<file path="src/rtl/bin2seg_seq.sv">
// ---------------------------------------------------------------------------
// bin2seg_seq
//
// Sequential binary-to-decimal seven-segment driver. An unsigned WIDTH-bit
// value is accepted through a valid/ready handshake. It is converted by a
// double-dabble (shift / add-3) engine at one bit per clock. The result is
// presented as DIGITS registered seven-segment codes plus the raw BCD.
//
// Parameters
//   WIDTH          input value width, 4..32
//   DIGITS         number of decimal digits / displays, 1..10
//   SEG_ACTIVE_LOW 1 = segment lit when its bit is 0, 0 = lit when 1
//
// Ports
//   clk       sole clock, rising edge
//   reset_n   asynchronous active-low reset
//   in_valid  in_data / blank_en are presented
//   in_ready  block is idle and accepts on this edge
//   in_data   unsigned value to convert
//   blank_en  leading-zero blanking for this conversion
//   seg_out   digit i at [7i+6:7i], bit order g..a, digit 0 least significant
//   bcd_out   BCD result, digit i at [4i+3:4i]
//   overflow  last conversion did not fit in DIGITS digits
//   done      one-cycle pulse when the outputs have just updated
// ---------------------------------------------------------------------------
module bin2seg_seq #(
    parameter int WIDTH          = 16,
    parameter int DIGITS         = 5,
    parameter bit SEG_ACTIVE_LOW = 1'b1
) (
    input  logic                  clk,
    input  logic                  reset_n,
    input  logic                  in_valid,
    output logic                  in_ready,
    input  logic [WIDTH-1:0]      in_data,
    input  logic                  blank_en,
    output logic [7*DIGITS-1:0]   seg_out,
    output logic [4*DIGITS-1:0]   bcd_out,
    output logic                  overflow,
    output logic                  done
);

    localparam int CW = $clog2(WIDTH + 1);
    localparam int BW = 4 * DIGITS;
    localparam int SW = 7 * DIGITS;

    localparam logic [6:0] SEG_DASH  = 7'h40;
    localparam logic [6:0] SEG_BLANK = 7'h00;
    localparam logic [6:0] SEG_ZERO_OUT = SEG_ACTIVE_LOW ? 7'h40 : 7'h3F;

    typedef enum logic [1:0] {
        IDLE,
        SHIFT,
        UPDATE
    } state_t;

    state_t          state_q, state_d;
    logic [WIDTH-1:0] bin_q, bin_d;
    logic [BW-1:0]   bcd_q, bcd_d;
    logic [BW-1:0]   bcd_adj;
    logic            ovf_acc_q, ovf_acc_d;
    logic [CW-1:0]   cnt_q, cnt_d;
    logic            blank_q, blank_d;

    logic [SW-1:0]   seg_out_q, seg_d;
    logic [BW-1:0]   bcd_out_q;
    logic            overflow_q;
    logic            done_q;

    logic            seen;
    logic [3:0]      nib;
    logic [6:0]      code;

    // Active-high segment pattern for one decimal digit.
    function automatic logic [6:0] segCode(input logic [3:0] d);
        case (d)
            4'd0:    segCode = 7'h3F;
            4'd1:    segCode = 7'h06;
            4'd2:    segCode = 7'h5B;
            4'd3:    segCode = 7'h4F;
            4'd4:    segCode = 7'h66;
            4'd5:    segCode = 7'h6D;
            4'd6:    segCode = 7'h7D;
            4'd7:    segCode = 7'h07;
            4'd8:    segCode = 7'h7F;
            4'd9:    segCode = 7'h6F;
            default: segCode = SEG_DASH;
        endcase
    endfunction

    // State register.
    always_ff @(posedge clk or negedge reset_n) begin
        if (!reset_n) begin
            state_q <= IDLE;
        end else begin
            state_q <= state_d;
        end
    end

    // Next-state logic. The counter holds the number of shifts still to do,
    // so the last shift happens while it reads 1.
    always_comb begin
        state_d = state_q;
        case (state_q)
            IDLE:    if (in_valid) state_d = SHIFT;
            SHIFT:   if (cnt_q == CW'(1)) state_d = UPDATE;
            UPDATE:  state_d = IDLE;
            default: state_d = IDLE;
        endcase
    end

    // FSM outputs.
    always_comb begin
        in_ready = (state_q == IDLE);
    end

    // Add-3 correction on every nibble in parallel, ahead of the shift.
    always_comb begin
        bcd_adj = bcd_q;
        for (int i = 0; i < DIGITS; i++) begin
            if (bcd_q[4*i +: 4] >= 4'd5) begin
                bcd_adj[4*i +: 4] = bcd_q[4*i +: 4] + 4'd3;
            end
        end
    end

    // Conversion datapath next state. Any bit leaving the top nibble means
    // the value needs more than DIGITS decimal digits.
    always_comb begin
        bin_d     = bin_q;
        bcd_d     = bcd_q;
        ovf_acc_d = ovf_acc_q;
        cnt_d     = cnt_q;
        blank_d   = blank_q;
        case (state_q)
            IDLE: begin
                if (in_valid) begin
                    bin_d     = in_data;
                    bcd_d     = '0;
                    ovf_acc_d = 1'b0;
                    cnt_d     = CW'(WIDTH);
                    blank_d   = blank_en;
                end
            end
            SHIFT: begin
                bcd_d     = {bcd_adj[BW-2:0], bin_q[WIDTH-1]};
                bin_d     = {bin_q[WIDTH-2:0], 1'b0};
                ovf_acc_d = ovf_acc_q | bcd_adj[BW-1];
                cnt_d     = cnt_q - CW'(1);
            end
            default: ;
        endcase
    end

    // Conversion datapath registers.
    always_ff @(posedge clk or negedge reset_n) begin
        if (!reset_n) begin
            bin_q     <= '0;
            bcd_q     <= '0;
            ovf_acc_q <= 1'b0;
            cnt_q     <= '0;
            blank_q   <= 1'b0;
        end else begin
            bin_q     <= bin_d;
            bcd_q     <= bcd_d;
            ovf_acc_q <= ovf_acc_d;
            cnt_q     <= cnt_d;
            blank_q   <= blank_d;
        end
    end

    // Segment codes for the finished conversion. Scanning from the top
    // digit down, 'seen' marks that a nonzero digit has been passed, so
    // only leading zeros blank. Digit 0 always shows.
    always_comb begin
        seg_d = '0;
        seen  = 1'b0;
        nib   = '0;
        code  = '0;
        for (int i = DIGITS - 1; i >= 0; i--) begin
            nib = bcd_q[4*i +: 4];
            if (ovf_acc_q) begin
                code = SEG_DASH;
            end else if (blank_q && !seen && (nib == 4'd0) && (i != 0)) begin
                code = SEG_BLANK;
            end else begin
                code = segCode(nib);
            end
            if (nib != 4'd0) begin
                seen = 1'b1;
            end
            seg_d[7*i +: 7] = SEG_ACTIVE_LOW ? ~code : code;
        end
    end

    // Output registers, loaded only in UPDATE, so they stay stable
    // between done pulses.
    always_ff @(posedge clk or negedge reset_n) begin
        if (!reset_n) begin
            seg_out_q  <= {DIGITS{SEG_ZERO_OUT}};
            bcd_out_q  <= '0;
            overflow_q <= 1'b0;
            done_q     <= 1'b0;
        end else begin
            done_q <= (state_q == UPDATE);
            if (state_q == UPDATE) begin
                seg_out_q  <= seg_d;
                bcd_out_q  <= bcd_q;
                overflow_q <= ovf_acc_q;
            end
        end
    end

    assign seg_out  = seg_out_q;
    assign bcd_out  = bcd_out_q;
    assign overflow = overflow_q;
    assign done     = done_q;

endmodule

</file>
<file path="config.mk">
export PLATFORM = sky130hd
export DESIGN_NAME = bin2seg_seq
export DESIGN_NICKNAME = d
export VERILOG_FILES = /design/src/rtl/bin2seg_seq.sv
export SDC_FILE = /design/constraint.sdc
export NUM_CORES = 1
export LEC_CHECK = 0
export CAP_MARGIN = 20
export CORE_MARGIN = 3
export CORE_UTILIZATION = 35
export CTS_CLUSTER_SIZE = 14
export DETAILED_ROUTE_END_ITERATION = 6
export PLACE_DENSITY_LB_ADDON = 0.3
export SETUP_SLACK_MARGIN = 0.4
export SYNTH_ARGS = -nofsm -noshare
export SYNTH_HDL_FRONTEND = slang
export SYNTH_SLANG_ARGS = --single-unit
</file>
<file path="constraint.sdc">
create_clock -name clk -period 1.8 [get_ports clk]
set_input_delay 0.36 -clock clk [delete_from_list [all_inputs] [get_ports clk]]
set_output_delay 0.36 -clock clk [all_outputs]
set_load 0.005 [all_outputs]
</file>
==> flow_summary.toml, run 1 <==
[placement]
dp_hpwl_um = 8390
place_congestion = 0.834
pre_cts_slack_ns = -0.0430
place_area_mm2 = 0.00630
port_buffers = 77

[pwr]
p_leak_nw = 3.80
peakVddDrop_uv = 816
p_total_mw = 15.2
power_density_mw_per_mm2 = 1860

[clock_tree]
clock_sinks = 102
cts_buffers = 9
cts_max_level = 3
clock_latency_ns = 0.36
cts_tree = "yes"
clk_pin_slew_ns = 0.08
cts_root_buf = "clkbuf_16"
clockBufferDepth = 2

[sta]
layout_setup_ws_ns = 0.220
period_share = 0.878
fin_crit_ns = 1.58
finalSetupTns_ns = 0
fmax_mhz = 633
setup_viol = 0
fin_skew_ns = 0.0106
hold_viol = 0
slew_violations = 0
rsz0062_at_grt = "yes"
relSlewSlack = 0.699
max_slew.worst_pin.slew_ns = 0.451

[route]
routedWlPerCell_um = 16.6
ant_nets = 0
drt_first_pass_iters = 4
via_count = 4617
viasPerCell = 5.18
drcViolationCount = 0
drtIter0Drc = 357
wirelength_um = 14800

[worst_setup_path]
critPathMostFrequentCell = "buf_6"
r2r_cells = 6
worstPathCellList = "buf_6, buf_6, nand2b_4, or4_4, nand3_2, o21ai_1"
cpMaxStageDelayCell = "or4_4"
start_kind = "flop"
cp.required_ns = 2.03
critPathMaxStageDelay_ns = 0.44
critPathBufInv = 2
cpLargestDelayFamily = "simple AND/OR/NAND/NOR gates"
path_class = "reg2reg"
crit_path_max_fanout = 6
arrival_ns = 1.81
cp.depth = 6
cp-end-kind = "flop"

[global_route]
grt_start_max_net_pins = 42
antenna_found_initial = 0
overflow = 0
grt_pass1_wl_um = 23300
first_global_vias = 4579
track_usage = 0.182

[yosys]
yosys.area.top_type = "dfrtp_1"
synth_cells = 523
synth_top_flop_cell = "dfrtp_1"
synth_nets = 570
synth_cell_types = 50
ys_warn_count = 0
syn-cell-area_mm2 = 0.00500
ys_seq_area_frac = 0.512
ys_top_cells_by_area = "dfrtp_1 (49%), nand2_1 (7.1%), ha_1 (6.8%), o21ai_0 (4.9%), o22a_1 (4.0%)"
async_flop_share = 1.00
netlist.area_leader.share = 0.486
ys_ff_latch = 102
synth_edf_count = 0
syn-mean-instance-area_um2 = 9.56

[final_layout]
area_growth_pct = 63.8
nets = 754
diodes = 0
drive_gt1_frac = 0.397
n_fill_cell = 1133
finish.instance_area_mm2 = 0.00819
multiInputGateArea_mm2 = 0.00295
regArea_mm2 = 0.00257

[floorplan]
die_h_um = 126
rows = 43
num_io_pins = 78
start_util = 0.359
dieArea_mm2 = 0.0158
coreArea_mm2 = 0.0139
die_w_um = 126

[flow_run]
maxCapViolations = 0

[run_status]
status = "finished, final reports clean"

[worst_hold_path]
hold_path_class = "in2async"
## final cells by class
class / instances / area share
Clock buffer: 10 / 0.0292
Clock inverter: 6 / 0.0102
Inverter: 21 / 0.0109
Multi-Input combinational cell: 369 / 0.361
Sequential cell: 102 / 0.314
Tap cell: 180 / 0.0275
Timing Repair Buffer: 204 / 0.248
## power breakdown
| group | switching (mW) | internal (mW) |
|---|---|---|
| Combinational | 4.09 | 4.77 |
| Sequential | 0.855 | 3.34 |
| Clock | 0.889 | 1.25 |
| Total | 5.83 | 9.36 |
## sequential cells by signal, indices dropped and copies added, names as in the netlist, 2 cells and up
| register | cells |
|---|---|
| cnt_q | 5 |
| bin_q | 16 |
| seg_out | 35 |
| bcd_q | 20 |
| bcd_out | 20 |
| state_q | 2 |
## stage by stage
stage | util | hold WS [ns] | std cells
floorplan | - | 0.0644 | 523
global placement | 0.452 | 0.311 | 780
detailed placement | 0.452 | 0.316 | 780
CTS | 0.549 | 0.468 | 865
global route | 0.587 | 0.497 | 892
finish | 0.587 | 0.468 | 892
## routing by layer
metal / vias up / global-route usage / share of wire
met5: - / 0 / 0
met4: 0 / 0.0804 / 0.024
met3: 23 / 0.0295 / 0.034
met2: 87 / 0.306 / 0.51
met1: 2324 / 0.231 / 0.44
li1: 2183 / - / -
## cells in the final DEF (no fill, tap or decap), types with 4 or more instances in the layout
| cell type | n |
|---|---|
| buf_8 | 4 |
| a21oi_2 | 4 |
| nand2b_1 | 11 |
| clkdlybuf4s50_1 | 18 |
| a22oi_2 | 15 |
| dfstp_2 | 5 |
| nand3_1 | 5 |
| dfrtp_1 | 91 |
| clkbuf_16 | 10 |
| inv_4 | 4 |
| dfrtp_2 | 6 |
| dlygate4sd2_1 | 47 |
| ha_1 | 16 |
| buf_4 | 79 |
| o21ai_1 | 18 |
| buf_6 | 27 |
| nand2b_4 | 5 |
| o22a_1 | 23 |
| nand2_4 | 9 |
| o21ai_2 | 9 |
| a21oi_1 | 19 |
| inv_2 | 7 |
| nand2_2 | 10 |
| buf_2 | 5 |
| nand2_1 | 76 |
| buf_12 | 10 |
| o21ai_0 | 23 |
| nand3_2 | 10 |
| nor2_1 | 30 |
| inv_1 | 10 |
| buf_16 | 6 |
| clkdlybuf4s15_1 | 5 |
| ha_4 | 10 |
| xnor2_1 | 5 |
## worst register-to-register path: stages (launching register included)
cell and delay, ns:
dfrtp_2 0.43, buf_6 0.14, buf_6 0.12, nand2b_4 0.19, or4_4 0.44, nand3_2 0.08, o21ai_1 0.06
## worst paths after layout
| path | from | to | slack, ns |
|---|---|---|---|
| max in group asynchronous | reset_n | seg_out[27]$_DFFE_PN1P_ | 0.69 |
| worst min-delay path | reset_n | bin_q[8]$_DFFE_PN0P_ | 0.47 |
| worst max-delay path | state_q[1]$_DFFE_PN0P_ | cnt_q[3]$_DFFE_PN0P_ | 0.22 |
| worst max register to register | state_q[1]$_DFFE_PN0P_ | cnt_q[3]$_DFFE_PN0P_ | 0.22 |
| worst min register to register | seg_out[20]$_DFFE_PN1P_ | seg_out[20]$_DFFE_PN1P_ | 0.47 |
| min in group clk | seg_out[20]$_DFFE_PN1P_ | seg_out[20]$_DFFE_PN1P_ | 0.47 |
## synthesized netlist by cell type, types with 2 or more instances
cell      count
o21bai_1      3
dfrtp_1      97
o22a_1       23
ha_1         27
and2_1        2
inv_1        20
clkbuf_1     26
nand2_1      95
xor2_1        3
xnor2_1       5
nand3_1      18
mux2_2        3
nor2_1       32
a32o_1        2
nor2b_1       3
a22oi_1      15
o31ai_1       7
o21ai_0      49
nor3b_1       3
nand2b_1     17
nor3_1        6
mux2i_1       3
buf_2         6
dfstp_2       5
a21oi_1      26
or2_2         2
a31oi_1       2
## kinds of logic (layout without fill, tap and decap cells)
kind of cell / Yosys count / in the layout / share of synthesized area
compound gates: 139 / 139 / 0.179
xor+xnor: 8 / 8 / 0.0140
fa+ha+maj: 27 / 27 / 0.0676
buf+inv: 53 / 241 / 0.0413
flops: 102 / 102 / 0.512
mux: 6 / 6 / 0.0128
simple gates: 188 / 189 / 0.173
## timing repair
item	in CTS	in global routing
gates cloned	9	1
setup buffers	59	26
hold buffers	1	0
endpoints found under the setup margin	127	94
endpoints found under the hold margin	27	0
resized for setup	195	86
pin swaps	48	55
(Power assumes the default switching activity.)
==> run 2, diff against run 1 <==
TNS_END_PERCENT = 30   (was unset)
==> flow_summary.toml, run 2 (synthesis results as in run 1) <==
[floorplan]
die_w_um = 126
dieArea_mm2 = 0.0158
start_util = 0.359
die_h_um = 126
coreArea_mm2 = 0.0139
num_io_pins = 78
rows = 43

[clock_tree]
clock_sinks = 102
clk_pin_slew_ns = 0.07
clock_latency_ns = 0.36
clockBufferDepth = 2
cts_tree = "yes"
cts_buffers = 9
cts_root_buf = "clkbuf_16"
cts_max_level = 3

[worst_setup_path]
cp.required_ns = 2.03
r2r-end = "bcd_q[3]$_DFFE_PN0P_"
r2r_start = "state_q[0]$_DFFE_PN0P_"
r2r_cells = 7
cp-end-kind = "flop"
start_kind = "flop"
crit_path_max_fanout = 17
rrSetupSlack_ns = 0.22
startpoint = "state_q[0]$_DFFE_PN0P_"
arrival_ns = 1.81
path_class = "reg2reg"

[flow_run]
maxCapViolations = 0

[sta]
setup_viol = 0
rsz0062_at_grt = "yes"
fin_crit_ns = 1.58
hold_viol = 0
slew_violations = 0
holdWs_ns = 0.428
relSlewSlack = 0.654
finalSetupTns_ns = 0
period_share = 0.877
fin_skew_ns = 0.00689
max_slew.worst_pin.slew_ns = 0.519
fmax_mhz = 633

[route]
drcViolationCount = 0
ant_nets = 0
routedWlPerCell_um = 15.3
drtIter0Drc = 266
wirelength_um = 13000
via_count = 4259
viasPerCell = 5.02
drt_first_pass_iters = 5

[placement]
dp_hpwl_um = 8360
place_area_mm2 = 0.00627
place_congestion = 0.865
port_buffers = 77

[global_route]
overflow = 0
grt_pass1_wl_um = 20100
first_global_vias = 3970
grt_start_max_net_pins = 34
antenna_found_initial = 0
track_usage = 0.157

[pwr]
peakVddDrop_uv = 615
p_leak_nw = 3.47
power_density_mw_per_mm2 = 1790

[final_layout]
finish.instance_area_mm2 = 0.00725
final_common_cell = "dfrtp_1"
largest_reg_flops = 35
area_growth_pct = 45.1
diodes = 0
drive_gt1_frac = 0.254
mostFrequentLayoutCells = "dfrtp_1 (94), nand2_1 (93), buf_4 (65)"
nets = 710

[run_status]
status = "finished, final reports clean"

[worst_hold_path]
hold_path_class = "in2async"
[run 2: cell count changes in the layout (fill, tap and decap cells not counted), sizes merged, moves of 2 or more]
cell           change
dlymetal6s2s      +15
buf               -44
clkbuf             +4
dlygate4sd2       -36
bufinv             -2
clkdlybuf4s15      -5
clkinv             -2
clkdlybuf4s50     +27
[run 2: timing repair]
| action | 4_1_cts | 5_1_grt |
|---|---|---|
| resized for setup | 49 | 59 |
| hold endpoints to repair | 17 | 0 |
| endpoints found under the setup margin | 116 | 147 |
| setup buffers | 17 | 27 |
| pin swaps | 7 | 11 |
| cloned | 0 | 5 |
| hold buffers | 1 | 0 |
[run 2: metal layers]
metal	global-route usage	up-vias	share of wire	wire, um
li1	-	2089	-	-
met1	0.209	2071	0.45	5890
met2	0.253	84	0.49	6390
met3	0.0423	15	0.040	513
met4	0.0415	0	0.013	170
met5	0	-	0	0
[run 2: worst max-delay path by stage]
| stage | end | slack [ns] | depth (start not counted) |
|---|---|---|---|
| final | bcd_q[3]$_DFFE_PN0P_ | 0.22 | 7 |
| after floorplan | bcd_q[14]$_DFFE_PN0P_ | 0.31 | 6 |
| after global placement | bcd_q[7]$_DFFE_PN0P_ | 0.08 | 5 |
| after global routing | seg_out[21]$_DFFE_PN0P_ | 0.14 | 7 |
| after detailed placement | bcd_q[7]$_DFFE_PN0P_ | 0.07 | 5 |
| after CTS | bcd_q[18]$_DFFE_PN0P_ | 0.19 | 7 |
[run 2: through the flow]
step / std cells / utilization / setup WS, ns / power [mW]
after floorplan: 523 / - / 0.314 / 7.47
after global placement: 782 / 0.450 / 0.0832 / 9.73
after detailed placement: 782 / 0.450 / 0.0681 / 9.92
after CTS: 816 / 0.486 / 0.191 / 12.3
after global routing: 848 / 0.520 / 0.141 / 14.0
final: 848 / 0.520 / 0.221 / 13.0
[run 2: critical path, stage by stage, from the launching register on]
cell and delay, ns:
dfrtp_2 0.43, buf_6 0.15, buf_6 0.12, nor3b_4 0.28, nor2_2 0.09, buf_12 0.16
o21ai_0 0.14, o21ai_0 0.10
[run 2: layout make-up]
cell class / count / area, um^2
timing repair buffer: 161 / 1540
sequential: 102 / 2560
clock buffer: 14 / 294
tap: 180 / 225
multi-input combinational: 368 / 2540
fill: 1251 / 6680
inverter: 21 / 81.3
clock inverter: 2 / 12.5
[run 2: where the power goes]
group          switching (mW)  internal, mW  leakage, nW
Clock                   0.856          1.13        0.151
Sequential              0.774          3.33         1.28
Combinational            3.22          3.68         2.04
Total                    4.85          8.13         3.47
==> run 3, diff against run 2 <==
ABC_CLOCK_PERIOD_IN_PS = 1800   (was unset)
==> results of run 3 <==
No change in the layout: final DEF, timing and power equal those of run 2.
